## src/rtl/pbit_sweep_ctrl.sv

```systemverilog
// Gibbs-sweep sequencer: owns the p-bit state vector, walks bits 0..PBITS-1 through
// the enc datapath and sets each bit by comparing the weighted sum against LFSR noise.
module pbit_sweep_ctrl #(
  parameter int          PBITS     = 16,
  parameter int          ENC_LAT   = 1,
  parameter logic [31:0] LFSR_SEED = 32'hACE1_2024
) (
  input  logic                clk,
  input  logic                rst,
  input  logic                start,
  input  logic                abort,
  input  logic [PBITS-1:0]    init_state,
  input  logic [15:0]         num_sweeps,
  input  logic [4:0]          noise_shift,
  output logic [PBITS-1:0]    enc_state,
  output logic [PBITS-1:0]    enc_index,
  input  logic signed [31:0]  enc_out,
  output logic [PBITS-1:0]    state,
  output logic                busy,
  output logic                done,
  output logic [15:0]         sweep_cnt
);

  localparam int PTR_W = (PBITS > 1) ? $clog2(PBITS) : 1;
  localparam int CNT_W = (ENC_LAT > 1) ? $clog2(ENC_LAT) : 1;
  localparam logic [PTR_W-1:0] LAST_PTR    = PTR_W'(PBITS - 1);
  localparam logic [CNT_W-1:0] LAST_SETTLE = CNT_W'(ENC_LAT - 1);
  // Right-shifting Galois form of x^32 + x^22 + x^2 + x + 1
  localparam logic [31:0] LFSR_TAPS = 32'h8020_0003;

  typedef enum logic [1:0] {
    IDLE,
    SETTLE,
    UPDATE,
    DONE
  } fsm_t;

  fsm_t fsm, fsm_next;

  logic [PBITS-1:0] state_q;
  logic [PTR_W-1:0] ptr;
  logic [CNT_W-1:0] settle_cnt;
  logic [31:0]      lfsr;
  logic [31:0]      lfsr_next;
  logic [15:0]      num_sweeps_q;
  logic [4:0]       noise_shift_q;
  logic [15:0]      sweep_cnt_q;
  logic [15:0]      sweep_inc;
  logic signed [31:0] noise;
  logic             new_bit;
  logic             last_bit;
  logic             sweeps_done;
  logic             accept;
  logic             active;
  logic [PBITS-1:0] idx_onehot;

  assign accept      = (fsm == IDLE) && start && !abort;
  assign active      = (fsm == SETTLE) || (fsm == UPDATE);
  assign idx_onehot  = PBITS'(1) << ptr;
  assign lfsr_next   = (lfsr >> 1) ^ (lfsr[0] ? LFSR_TAPS : 32'd0);
  assign noise       = $signed(lfsr) >>> noise_shift_q;
  assign new_bit     = enc_out > noise;
  assign last_bit    = (ptr == LAST_PTR);
  assign sweep_inc   = sweep_cnt_q + 16'd1;
  assign sweeps_done = (sweep_inc == num_sweeps_q);

  always_ff @(posedge clk) begin
    if (rst) fsm <= IDLE;
    else     fsm <= fsm_next;
  end

  // Abort overrides every transition out of a running state
  always_comb begin
    fsm_next = fsm;
    case (fsm)
      IDLE: begin
        if (accept) fsm_next = (num_sweeps == 16'd0) ? DONE : SETTLE;
      end
      SETTLE: begin
        if (settle_cnt == LAST_SETTLE) fsm_next = UPDATE;
      end
      UPDATE: begin
        if (last_bit && sweeps_done) fsm_next = DONE;
        else                         fsm_next = SETTLE;
      end
      DONE:    fsm_next = IDLE;
      default: fsm_next = IDLE;
    endcase
    if (abort && (fsm != IDLE)) fsm_next = IDLE;
  end

  // The bit under update is written even when abort lands on the same cycle
  always_ff @(posedge clk) begin
    if (rst) begin
      state_q       <= '0;
      ptr           <= '0;
      settle_cnt    <= '0;
      lfsr          <= LFSR_SEED;
      num_sweeps_q  <= '0;
      noise_shift_q <= '0;
      sweep_cnt_q   <= '0;
    end else begin
      case (fsm)
        IDLE: begin
          if (accept) begin
            state_q       <= init_state;
            num_sweeps_q  <= num_sweeps;
            noise_shift_q <= noise_shift;
            sweep_cnt_q   <= '0;
            ptr           <= '0;
            settle_cnt    <= '0;
            lfsr          <= LFSR_SEED;
          end
        end
        SETTLE: begin
          settle_cnt <= settle_cnt + CNT_W'(1);
        end
        UPDATE: begin
          state_q    <= (state_q & ~idx_onehot) | (new_bit ? idx_onehot : '0);
          lfsr       <= lfsr_next;
          settle_cnt <= '0;
          if (last_bit) begin
            sweep_cnt_q <= sweep_inc;
            ptr         <= '0;
          end else begin
            ptr <= ptr + PTR_W'(1);
          end
        end
        default: ;
      endcase
    end
  end

  assign enc_state = state_q;
  assign state     = state_q;
  assign enc_index = active ? idx_onehot : '0;
  assign busy      = active;
  assign done      = (fsm == DONE);
  assign sweep_cnt = sweep_cnt_q;

endmodule

```

## config.mk

```make
export PLATFORM = sky130hd
export DESIGN_NAME = pbit_sweep_ctrl
export DESIGN_NICKNAME = d
export VERILOG_FILES = /design/src/rtl/pbit_sweep_ctrl.sv
export SDC_FILE = /design/constraint.sdc
export NUM_CORES = 1
export LEC_CHECK = 0
export CAP_MARGIN = 20
export CORE_ASPECT_RATIO = 0.6
export CORE_UTILIZATION = 40
export DETAILED_ROUTE_END_ITERATION = 10
export PLACE_DENSITY = 0.67
export SKIP_CTS_REPAIR_TIMING = 1
export SKIP_LAST_GASP = 1
export SYNTH_ARGS = -nofsm -noshare
export SYNTH_HDL_FRONTEND = slang
export SYNTH_SLANG_ARGS = --single-unit
```

## constraint.sdc

```tcl
create_clock -name clk -period 3.6 [get_ports clk]
set_input_delay 0.36 -clock clk [delete_from_list [all_inputs] [get_ports clk]]
set_output_delay 0.36 -clock clk [all_outputs]
set_load 0.01 [all_outputs]
```

==> results of run 1 <==
-- placed cells by master (no fill, tap or decap), types with 6 or more instances in the layout --
master | Yosys | routed
clkbuf_16 | 0 | 10
o21ai_2 | 0 | 6
mux4_2 | 16 | 16
nand4_1 | 13 | 13
o21a_1 | 15 | 15
buf_12 | 0 | 6
a21oi_1 | 72 | 68
xor2_1 | 10 | 10
nor2b_1 | 8 | 8
mux2i_2 | 0 | 8
dfxtp_1 | 92 | 90
nor3_1 | 19 | 18
xnor2_1 | 19 | 18
nor2_1 | 70 | 68
o22ai_1 | 15 | 15
o32ai_2 | 8 | 9
buf_4 | 16 | 84
nor4_1 | 10 | 10
ha_1 | 43 | 39
nand3_1 | 18 | 18
a22oi_1 | 25 | 25
and2_1 | 8 | 8
mux2_2 | 11 | 9
inv_1 | 18 | 17
clkdlybuf4s50_1 | 0 | 137
or2_2 | 13 | 13
a211oi_1 | 16 | 14
mux2i_1 | 38 | 27
o21ai_0 | 59 | 47
nand2_1 | 165 | 164
o21ai_1 | 2 | 8
-- layer usage --
| layer | part of all wire [%] | up-vias | GRT usage (%) |
|---|---|---|---|
| li1 | - | 3641 | - |
| met1 | 50 | 3568 | 40.08 |
| met2 | 39 | 314 | 33.18 |
| met3 | 9.8 | 17 | 6.457 |
| met4 | 0.71 | 0 | 3.727 |
| met5 | 0 | - | 0 |
-- synth_stat cells, types with 18 or more instances --
cell type and instances:
mux2i_1 38, nand2_1 165, dfxtp_1 92, nor3_1 19, a22oi_1 25, xnor2_1 19
clkbuf_1 49, inv_1 18, nand3_1 18, nor2_1 70, ha_1 43, a21oi_1 72
o21ai_0 59
-- logic make-up after synthesis --
kind of cell / Yosys count
AOI/OAI and AO/OA: 248
xor gates and xnor gates: 30
adders and majority gates: 43
buffers and inverters: 103
DFF: 92
muxes: 65
and+or+nand+nor: 343
-- final timing paths --
path / start / depth (start not counted) / slack, ns / endpoint
max: noise_shift_q[0] / 16 / -0.25 / register
min: noise_shift_q[1] / 2 / 0.48 / noise_shift_q[1]
max reg2reg: noise_shift_q[0] / 16 / -0.25 / register
min reg2reg: noise_shift_q[1] / 2 / 0.48 / noise_shift_q[1]
-- worst reg2reg max path, stage by stage (launching register included) --
cell       delay (ns)
dfxtp_4          0.37
clkbuf_16        0.16
buf_4            0.14
mux4_2           0.33
nand2_1          0.09
o21a_1           0.17
mux4_2           0.51
ha_4             0.29
nand4_1          0.16
buf_4            0.20
buf_4            0.12
nor4_1           0.40
buf_4            0.20
a21o_2           0.22
nor4_1           0.09
mux2i_2          0.18
a211oi_1         0.09
-- stage by stage --
| step | setup TNS [ns] | cells |
|---|---|---|
| 5_1_grt | -5.708 | 1324 |
| 2_1_floorplan | 0 | 924 |
| 3_5_place_dp | -4.329 | 1301 |
| 4_1_cts | -4.928 | 1317 |
| 3_3_place_gp | -5.413 | 1301 |
| 6_report | -3.510 | 1324 |
-- final cells by class --
class	count	area [um2]	share of cell area, %
multi-input combinational	729	5069	51.79
sequential	92	1847	18.87
clock inverter	7	81.33	0.8310
tap	234	292.8	2.992
clock buffer	9	225.2	2.301
timing repair buffer	232	2190	22.37
inverter	21	82.58	0.8438
-- power groups by stage --
| stage | registers (mW) | logic [mW] | clock network (mW) |
|---|---|---|---|
| after detailed placement | 1.32 | 2.38 | 0 |
| after floorplan | 1.29 | 1.46 | 0 |
| after CTS | 1.30 | 2.39 | 1.01 |
| after global placement | 1.31 | 2.36 | 0 |
| after global routing | 1.32 | 2.81 | 1.06 |
| final | 1.31 | 2.58 | 0.999 |
==> out/metrics.yaml, run 1 <==
drtPass1Iterations: 5
seq_power_share_pct: 26.7
min_period_ns: 3.850
timing.final.crit_share_pct: 106.9
worstPathMaxFanout: 8
startpoint_type: "register"
antenna_found_initial: 0
nets: 1201
synth_edf_count: 0
ios: 139
violations: "setup timing"
synth_compound_area_share_pct: 22.66
pwr-share-clk_pct: 20.4
grt_pass1_wl_mm: 36.84
synth_top_family_by_area: "compound AO/OA/AOI/OAI gates"
critPathSlowestCell: "mux4_2"
hold_viol: 0
yosys-top-cells-area: "dfxtp_1 (26%), nand2_1 (8.7%), ha_1 (7.5%)"
cp.required_ns: 3.80
arrival_ns: 4.05
critPathBufInv: 5
remaining_drc_errors: 0
cts.sinks: 92
muxShareOfSynthArea_pct: 12.09
p_leak_nw: 3.714
yosys_register_bits: 92
ys_seq_area_share_pct: 25.76
drt_iter0_drc: 791
max_stage_delay_ns: 0.51
maxSlewViolCount: 0
netlist_instances: 924
setup_slack_ns: -0.2500
grt_max_degree: 60
ant_nets: 0
die_h_um: 105.6
synthXorXnorAreaFrac_pct: 3.885
ys_types: 62
net-switching-power_mw: 1.959
gp_congestion: 0.9416
grt_usage_pct: 25.12
rsz0062_at_grt: "yes"
synth_warnings: 0
wire_per_inst_um: 17.58
tightest_slew_ns: 0.7857
p_sw_share_pct: 40.07
coreArea_um2: 17310
criticalPathCategory: "reg -> reg"
io_buffers: 138
power_density_nw_per_um2: 499.4
clockBufferDepth: 2
comb_power_share_pct: 52.9
cts_buffers: 9
max_slew_margin_pct: 47.43
yosys.area.top_type: "dfxtp_1"
syn_avg_cell_area_um2: 7.739
status: "finished, violations left"
max_freq_mhz: 259.7
drt-total-wl_mm: 23.28
postSynth.asyncResetShare_pct: 0
first_global_vias: 6759
num-fill-cells: 1596
placedInstanceArea_um2: 9176
cts_tree: "done"
fin_area_um2: 9787
die_area_um2: 18430
initial_core_util_pct: 41.30
critPathTopFamily: "multiplexers"
hpwl_mm: 17.71
syn2layout_area_growth_pct: 36.87
die_w_um: 174.6
synth.net_count: 1040
row_count: 37
hp-class: "reg -> reg"
vias: 7540
setup_viol: 16
syn_area_um2: 7151
cts_root_buf: "clkbuf_16"
place_ws_ns: -0.2916
ir_worst_vdd_mv: 0.2276
yosys.area.top_type_share_pct: 25.76
skew_ns: 0.01048
vias_per_cell: 5.695
p_int_mw: 2.929
cp_cell_sequence: "clkbuf_16 > buf_4 > mux4_2 > nand2_1 > o21a_1 > mux4_2 > ha_4 > nand4_1 > buf_4 > buf_4 > nor4_1 > buf_4 > a21o_2 > nor4_1 > mux2i_2 > a211oi_1"
diodes: 0
synthSimpleGateAreaFrac_pct: 21.59
max-cap-violations: 0
synth_adder_area_share_pct: 7.524
p_total_mw: 4.888
path_clk_slew_ns: 0.07
synth_ff_type: "dfxtp_1"
endpoint_kind: "register"
htreeDepth: 3
cp_common_cell: "buf_4"
overflow: 0
clock_latency_ns: 0.35
whs_ns: 0.4780
drive_gt1_share_pct: 19.08
post-route-util_pct: 56.53
Power figures use the tool's default switching activity.
==> inputs of run 2 (changes only) <==
CTS_CLUSTER_DIAMETER = 60   (was unset)
MAX_ROUTING_LAYER = met4   (was unset)
PLACE_DENSITY = 0.64   (was 0.67)
clock period = 3.82 ns   (was 3.6 ns; I/O delays follow)
==> run 2 against run 1 <==
  * The run now ends clean
  * Via count is 3.9% lower
  * Combinational power is 13% lower
  * Power fell by 10%
  * Clock skew increased by 0.0024 ns
  * Sequential share of layout area grew 0.85 points
  * Critical path type unchanged
==> out/metrics.yaml, run 2 (synthesis gave the netlist of run 1 again) <==
setup_viol: 0  # -16
ant_nets: 0  # unchanged
fin_tns_setup_ns: 0  # +3.510 ns
timing.final.crit_share_pct: 96.69  # -10 points
coreArea_um2: 17310  # unchanged
rsz0062_at_grt: "yes"
htreeDepth: 3  # unchanged
min_period_ns: 3.694  # -0.1564 ns
endpoint_kind: "register"
net-switching-power_mw: 1.802  # -8.0%
post-route-util_pct: 54.08  # -2.4 points
wire_per_inst_um: 17.23  # -2.0%
p_int_mw: 2.586  # -12%
clockBufferDepth: 2  # unchanged
grt_usage_pct: 24.33  # -0.79 points
overflow: 0  # unchanged
hp-class: "in -> reg"
cts_buffers: 9  # unchanged
skew_ns: 0.01284  # +0.002359 ns
row_count: 37  # unchanged
hold_viol: 0  # unchanged
vias_per_cell: 5.647  # -0.84%
startpoint_type: "register"
cts_root_buf: "clkbuf_16"
p_leak_nw: 3.499  # -5.8%
cts_tree: "done"
grt_pass1_wl_mm: 34.98  # -5.0%
pwr-share-clk_pct: 20.8  # +0.4 points
cts.sinks: 92  # unchanged
gp_congestion: 0.9215  # -2.1%
max_freq_mhz: 270.7  # +4.2%
initial_core_util_pct: 41.30  # unchanged
remaining_drc_errors: 0  # unchanged
seq_power_share_pct: 28.1  # +1.4 points
nets: 1160  # -3.4%
maxSlewViolCount: 0  # unchanged
p_sw_share_pct: 41.07  # +1.0 points
multi_input_comb_area_um2: 4986  # -1.6%
power_density_nw_per_um2: 468.7  # -6.2%
drt-total-wl_mm: 22.10  # -5.1%
layout_common_cells: "nand2_1 (165), clkdlybuf4s50_1 (137), dfxtp_1 (90), nor2_1 (68), a21oi_1 (68)"
die_area_um2: 18430  # unchanged
drive_gt1_share_pct: 14.97  # -4.1 points
worstPathMaxFanout: 8  # unchanged
first_global_vias: 6428  # -4.9%
max_slew_margin_pct: 46.63  # -0.80 points
tightest_slew_ns: 0.8005  # +0.01486 ns
seqCellArea_um2: 1847  # unchanged
ir_worst_vdd_mv: 0.2128  # -6.5%
die_w_um: 174.6  # unchanged
status: "finished, final reports clean"
path_clk_slew_ns: 0.07  # about the same
criticalPathCategory: "reg -> reg"
num-fill-cells: 1667  # +4.4%
grt_max_degree: 41  # -32%
diodes: 0  # unchanged
io_buffers: 138  # unchanged
ios: 139  # unchanged
comb_power_share_pct: 51.1  # -1.8 points
final_cells: 1283  # -3.1%
max-cap-violations: 0  # unchanged
drt_iter0_drc: 848  # +7.2%
hpwl_mm: 16.86  # -4.8%
vias: 7245  # -3.9%
cp.required_ns: 4.04  # +0.24 ns
arrival_ns: 3.91  # -0.14 ns
antenna_found_initial: 0  # unchanged
place_inst: 1262  # -3.0%
drtPass1Iterations: 5  # unchanged
clock_latency_ns: 0.36  # about the same
die_h_um: 105.6  # unchanged
whs_ns: 0.4447  # -0.03336 ns
mostFrequentLayoutCell: "nand2_1"
syn2layout_area_growth_pct: 30.94
run 2: changes by cell type in the layout (fill, tap and decap cells not counted), sizes merged:
cell	delta
clkinvlp	-1
buf	-41
bufinv	-1
inv	+2
run 2: cell type report:
| class | count | share of cell area (%) |
|---|---|---|
| inverter | 21 | 0.8419 |
| tap | 234 | 3.127 |
| clock buffer | 9 | 2.405 |
| clock inverter | 7 | 0.8152 |
| sequential | 92 | 19.72 |
| timing repair buffer | 191 | 19.83 |
| multi-input combinational | 729 | 53.25 |
run 2: final timing paths:
kind / from / slack (ns) / to / depth (start not counted)
max: noise_shift_q[0] / 0.13 / register / 16
min: rst / 0.44 / settle_cnt / 2
max reg2reg: noise_shift_q[0] / 0.13 / register / 16
min reg2reg: num_sweeps_q[0] / 0.48 / num_sweeps_q[0] / 2
run 2: per-layer routing:
metal	global-route usage, %	vias to the layer above	part of all wire [%]
met5	-	-	0
met1	38.65	3326	51
li1	-	3560	-
met3	4.329	18	9.9
met2	31.76	341	38
met4	2.795	0	0.33
run 2: worst max-delay path, stage by stage, from the launching register on:
cell	delay (ns)
dfxtp_4	0.39
buf_12	0.13
buf_4	0.11
mux4_2	0.54
mux2i_2	0.24
buf_4	0.15
a21oi_1	0.05
o21ai_0	0.16
ha_1	0.25
nand4_1	0.18
nor2_1	0.06
a22o_1	0.19
or4_4	0.44
a21oi_4	0.18
buf_4	0.18
mux2i_2	0.22
a211oi_1	0.09
run 2: metrics by stage:
step                total power, mW  setup slack [ns]  area, um2
floorplan                     2.581           0.02275       7151
global route                  4.666          -0.03809       9363
detailed placement            3.356          0.004573       8851
finish                        4.388            0.1264       9363
global placement              3.342            0.1248       8851
CTS                           4.278          -0.03557       9153
run 2: power groups by stage:
stage	sequential [mW]	clock, mW	combinational [mW]
2_1_floorplan	1.21	0	1.37
3_3_place_gp	1.24	0	2.10
3_5_place_dp	1.24	0	2.11
4_1_cts	1.22	0.930	2.12
5_1_grt	1.25	0.967	2.45
6_report	1.23	0.914	2.24
==> inputs of run 3 (changes only) <==
SKIP_CTS_REPAIR_TIMING = unset   (was 1)
clock period = 4.3 ns   (was 3.82 ns; I/O delays follow)
==> run 3 against run 2 <==
  * Register-to-register slack improved by 0.09 ns
  * Worst setup slack improved by 0.092 ns
  * Power fell by 15%
  * Clock skew fell by 0.0029 ns
  * Critical path depth fell by 1
  * Non-clock buffer count fell by 24
  * Count of clock-buffer cells in the layout did not move
  * Die area did not move
  * Cell count fell by 1.9%
  * Critical path type unchanged
==> out/metrics.yaml, run 3 (synthesis gave the netlist of run 1 again) <==
status: "finished, final reports clean"
row_count: 37  # unchanged
coreArea_um2: 17310  # unchanged
max_freq_mhz: 245.0  # -9.5%
gp_congestion: 0.9083  # -1.4%
worstPathMaxFanout: 27  # +19
first_global_vias: 6404  # -0.37%
critPathTopFamily: "compound AO/OA/AOI/OAI gates"
fin_tns_setup_ns: 0  # unchanged
die_h_um: 105.6  # unchanged
startpoint_type: "register"
max_stage_delay_ns: 0.45  # -0.09 ns
ios: 139  # unchanged
vias_per_cell: 5.687  # +0.71%
cts.sinks: 92  # unchanged
max_slew_margin_pct: 46.25  # -0.38 points
wire_per_inst_um: 17.22  # about the same
maxSlewViolCount: 0  # unchanged
skew_ns: 0.009944  # -0.002899 ns
cp.depth: 15  # -1
htreeDepth: 3  # unchanged
diodes: 0  # unchanged
setup_viol: 0  # unchanged
grt_usage_pct: 24.50  # +0.17 points
drt_iter0_drc: 707  # -17%
place_ws_ns: 0.1860  # +0.1814 ns
p_total_mw: 3.723  # -15%
cp.required_ns: 4.55  # +0.51 ns
drtPass1Iterations: 5  # unchanged
syn2layout_area_growth_pct: 25.74
startpoint: "noise_shift_q[1]"
die_w_um: 174.6  # unchanged
criticalPathCategory: "reg -> reg"
nets: 1136  # -2.1%
ir_worst_vdd_mv: 0.2123  # -0.23%
rsz0062_at_grt: "no"
cp_cell_sequence: "buf_12 > mux2_2 > o21ai_0 > mux2i_1 > o21ai_1 > o21a_1 > ha_1 > a21o_1 > a221o_1 > a221oi_1 > o21ai_1 > a21oi_4 > xnor2_1 > buf_4 > o32ai_1"
timing.final.crit_share_pct: 94.91  # -1.8 points
grt_max_degree: 60  # +46%
tightest_slew_ns: 0.8033  # +0.002796 ns
cp_common_cell: "o21ai_1"
ff2ff_path_depth: 15  # -1
remaining_drc_errors: 0  # unchanged
ant_nets: 0  # unchanged
critPathBufInv: 2  # -2
io_buffers: 138  # unchanged
mostFrequentLayoutCell: "nand2_1"
cts_buffers: 9  # unchanged
endpoint_kind: "register"
clockBufferDepth: 2  # unchanged
post-route-util_pct: 51.93  # -2.1 points
initial_core_util_pct: 41.30  # unchanged
min_period_ns: 4.081  # +0.3877 ns
critPathSlowestCell: "dfxtp_1"
hpwl_mm: 16.63  # -1.4%
die_area_um2: 18430  # unchanged
cts_root_buf: "clkbuf_16"
layout_common_cells: "nand2_1 (165), clkdlybuf4s50_1 (137), dfxtp_1 (92), a21oi_1 (72), nor2_1 (69)"
cts_tree: "done"
antenna_found_initial: 0  # unchanged
power_density_nw_per_um2: 414.1  # -12%
drive_gt1_share_pct: 10.24  # -4.7 points
overflow: 0  # unchanged
arrival_ns: 4.33  # +0.42 ns
whs_ns: 0.4820  # +0.03731 ns
clock_latency_ns: 0.35  # about the same
setup_slack_ns: 0.2187  # +0.09232 ns
hp-class: "reg -> reg"
vias: 7160  # -1.2%
max-cap-violations: 0  # unchanged
grt_pass1_wl_mm: 34.87  # -0.32%
ff2ff_setup_slack_ns: 0.22  # +0.09 ns
p_leak_nw: 3.342  # -4.5%
drt-total-wl_mm: 21.67  # -1.9%
hold_viol: 0  # unchanged
r2r_start: "noise_shift_q[1]"
path_clk_slew_ns: 0.08  # about the same
-- run 3: how the worst min path moves through the flow --
stage,slack (ns),endpoint,from,cells past startpoint
after floorplan,0.45,num_sweeps_q[10],num_sweeps_q[10],2
after global placement,0.46,num_sweeps_q[0],num_sweeps_q[0],2
after detailed placement,0.47,num_sweeps_q[6],num_sweeps_q[6],2
after CTS,0.48,num_sweeps_q[6],num_sweeps_q[6],2
after global routing,0.52,num_sweeps_q[0],num_sweeps_q[0],2
final,0.48,num_sweeps_q[6],num_sweeps_q[6],2
-- run 3: per-layer routing --
metal,share of wire (%),routed length (um),GRT usage [%],vias up
li1,-,-,-,3509
met1,53,11410,38.17,3358
met2,39,8349,31.96,283
met3,8.5,1833,5.339,10
met4,0.36,77,3.230,0
met5,0,0,-,-
-- run 3: stage by stage --
stage	instance area [um2]	cells
3_5_place_dp	8661	1240
3_3_place_gp	8661	1240
6_report	8991	1259
2_1_floorplan	7151	924
4_1_cts	8965	1256
5_1_grt	8991	1259
-- run 3: cell type report --
cell class	instances	area, um2
well taps	234	292.8
repair buffers	167	1619
clock inverters	7	78.83
inverters	21	78.83
fillers	1690	8323
multi-input cells	729	4855
clock buffers	9	225.2
flip-flops and latches	92	1842
-- run 3: what timing repair did --
action                     in CTS  in global routing
setup buffers                   0                  3
setup endpoints to repair       0                 13
resized for setup               0                  2
hold buffers                    0                  0
-- run 3: worst register-to-register path, cell delays in order, from the launching register on --
cell and delay [ns]:
dfxtp_1 0.45, buf_12 0.22, mux2_2 0.35, o21ai_0 0.24, mux2i_1 0.15, o21ai_1 0.25
o21a_1 0.17, ha_1 0.24, a21o_1 0.19, a221o_1 0.31, a221oi_1 0.38, o21ai_1 0.19
a21oi_4 0.25, xnor2_1 0.09, buf_4 0.20, o32ai_1 0.29
-- run 3: power breakdown --
part           leakage [nW]  total (mW)  switching, mW  internal [mW]
Combinational          2.45        1.82           1.02          0.810
Sequential            0.748        1.10          0.134          0.961
Clock                 0.148       0.803          0.389          0.414
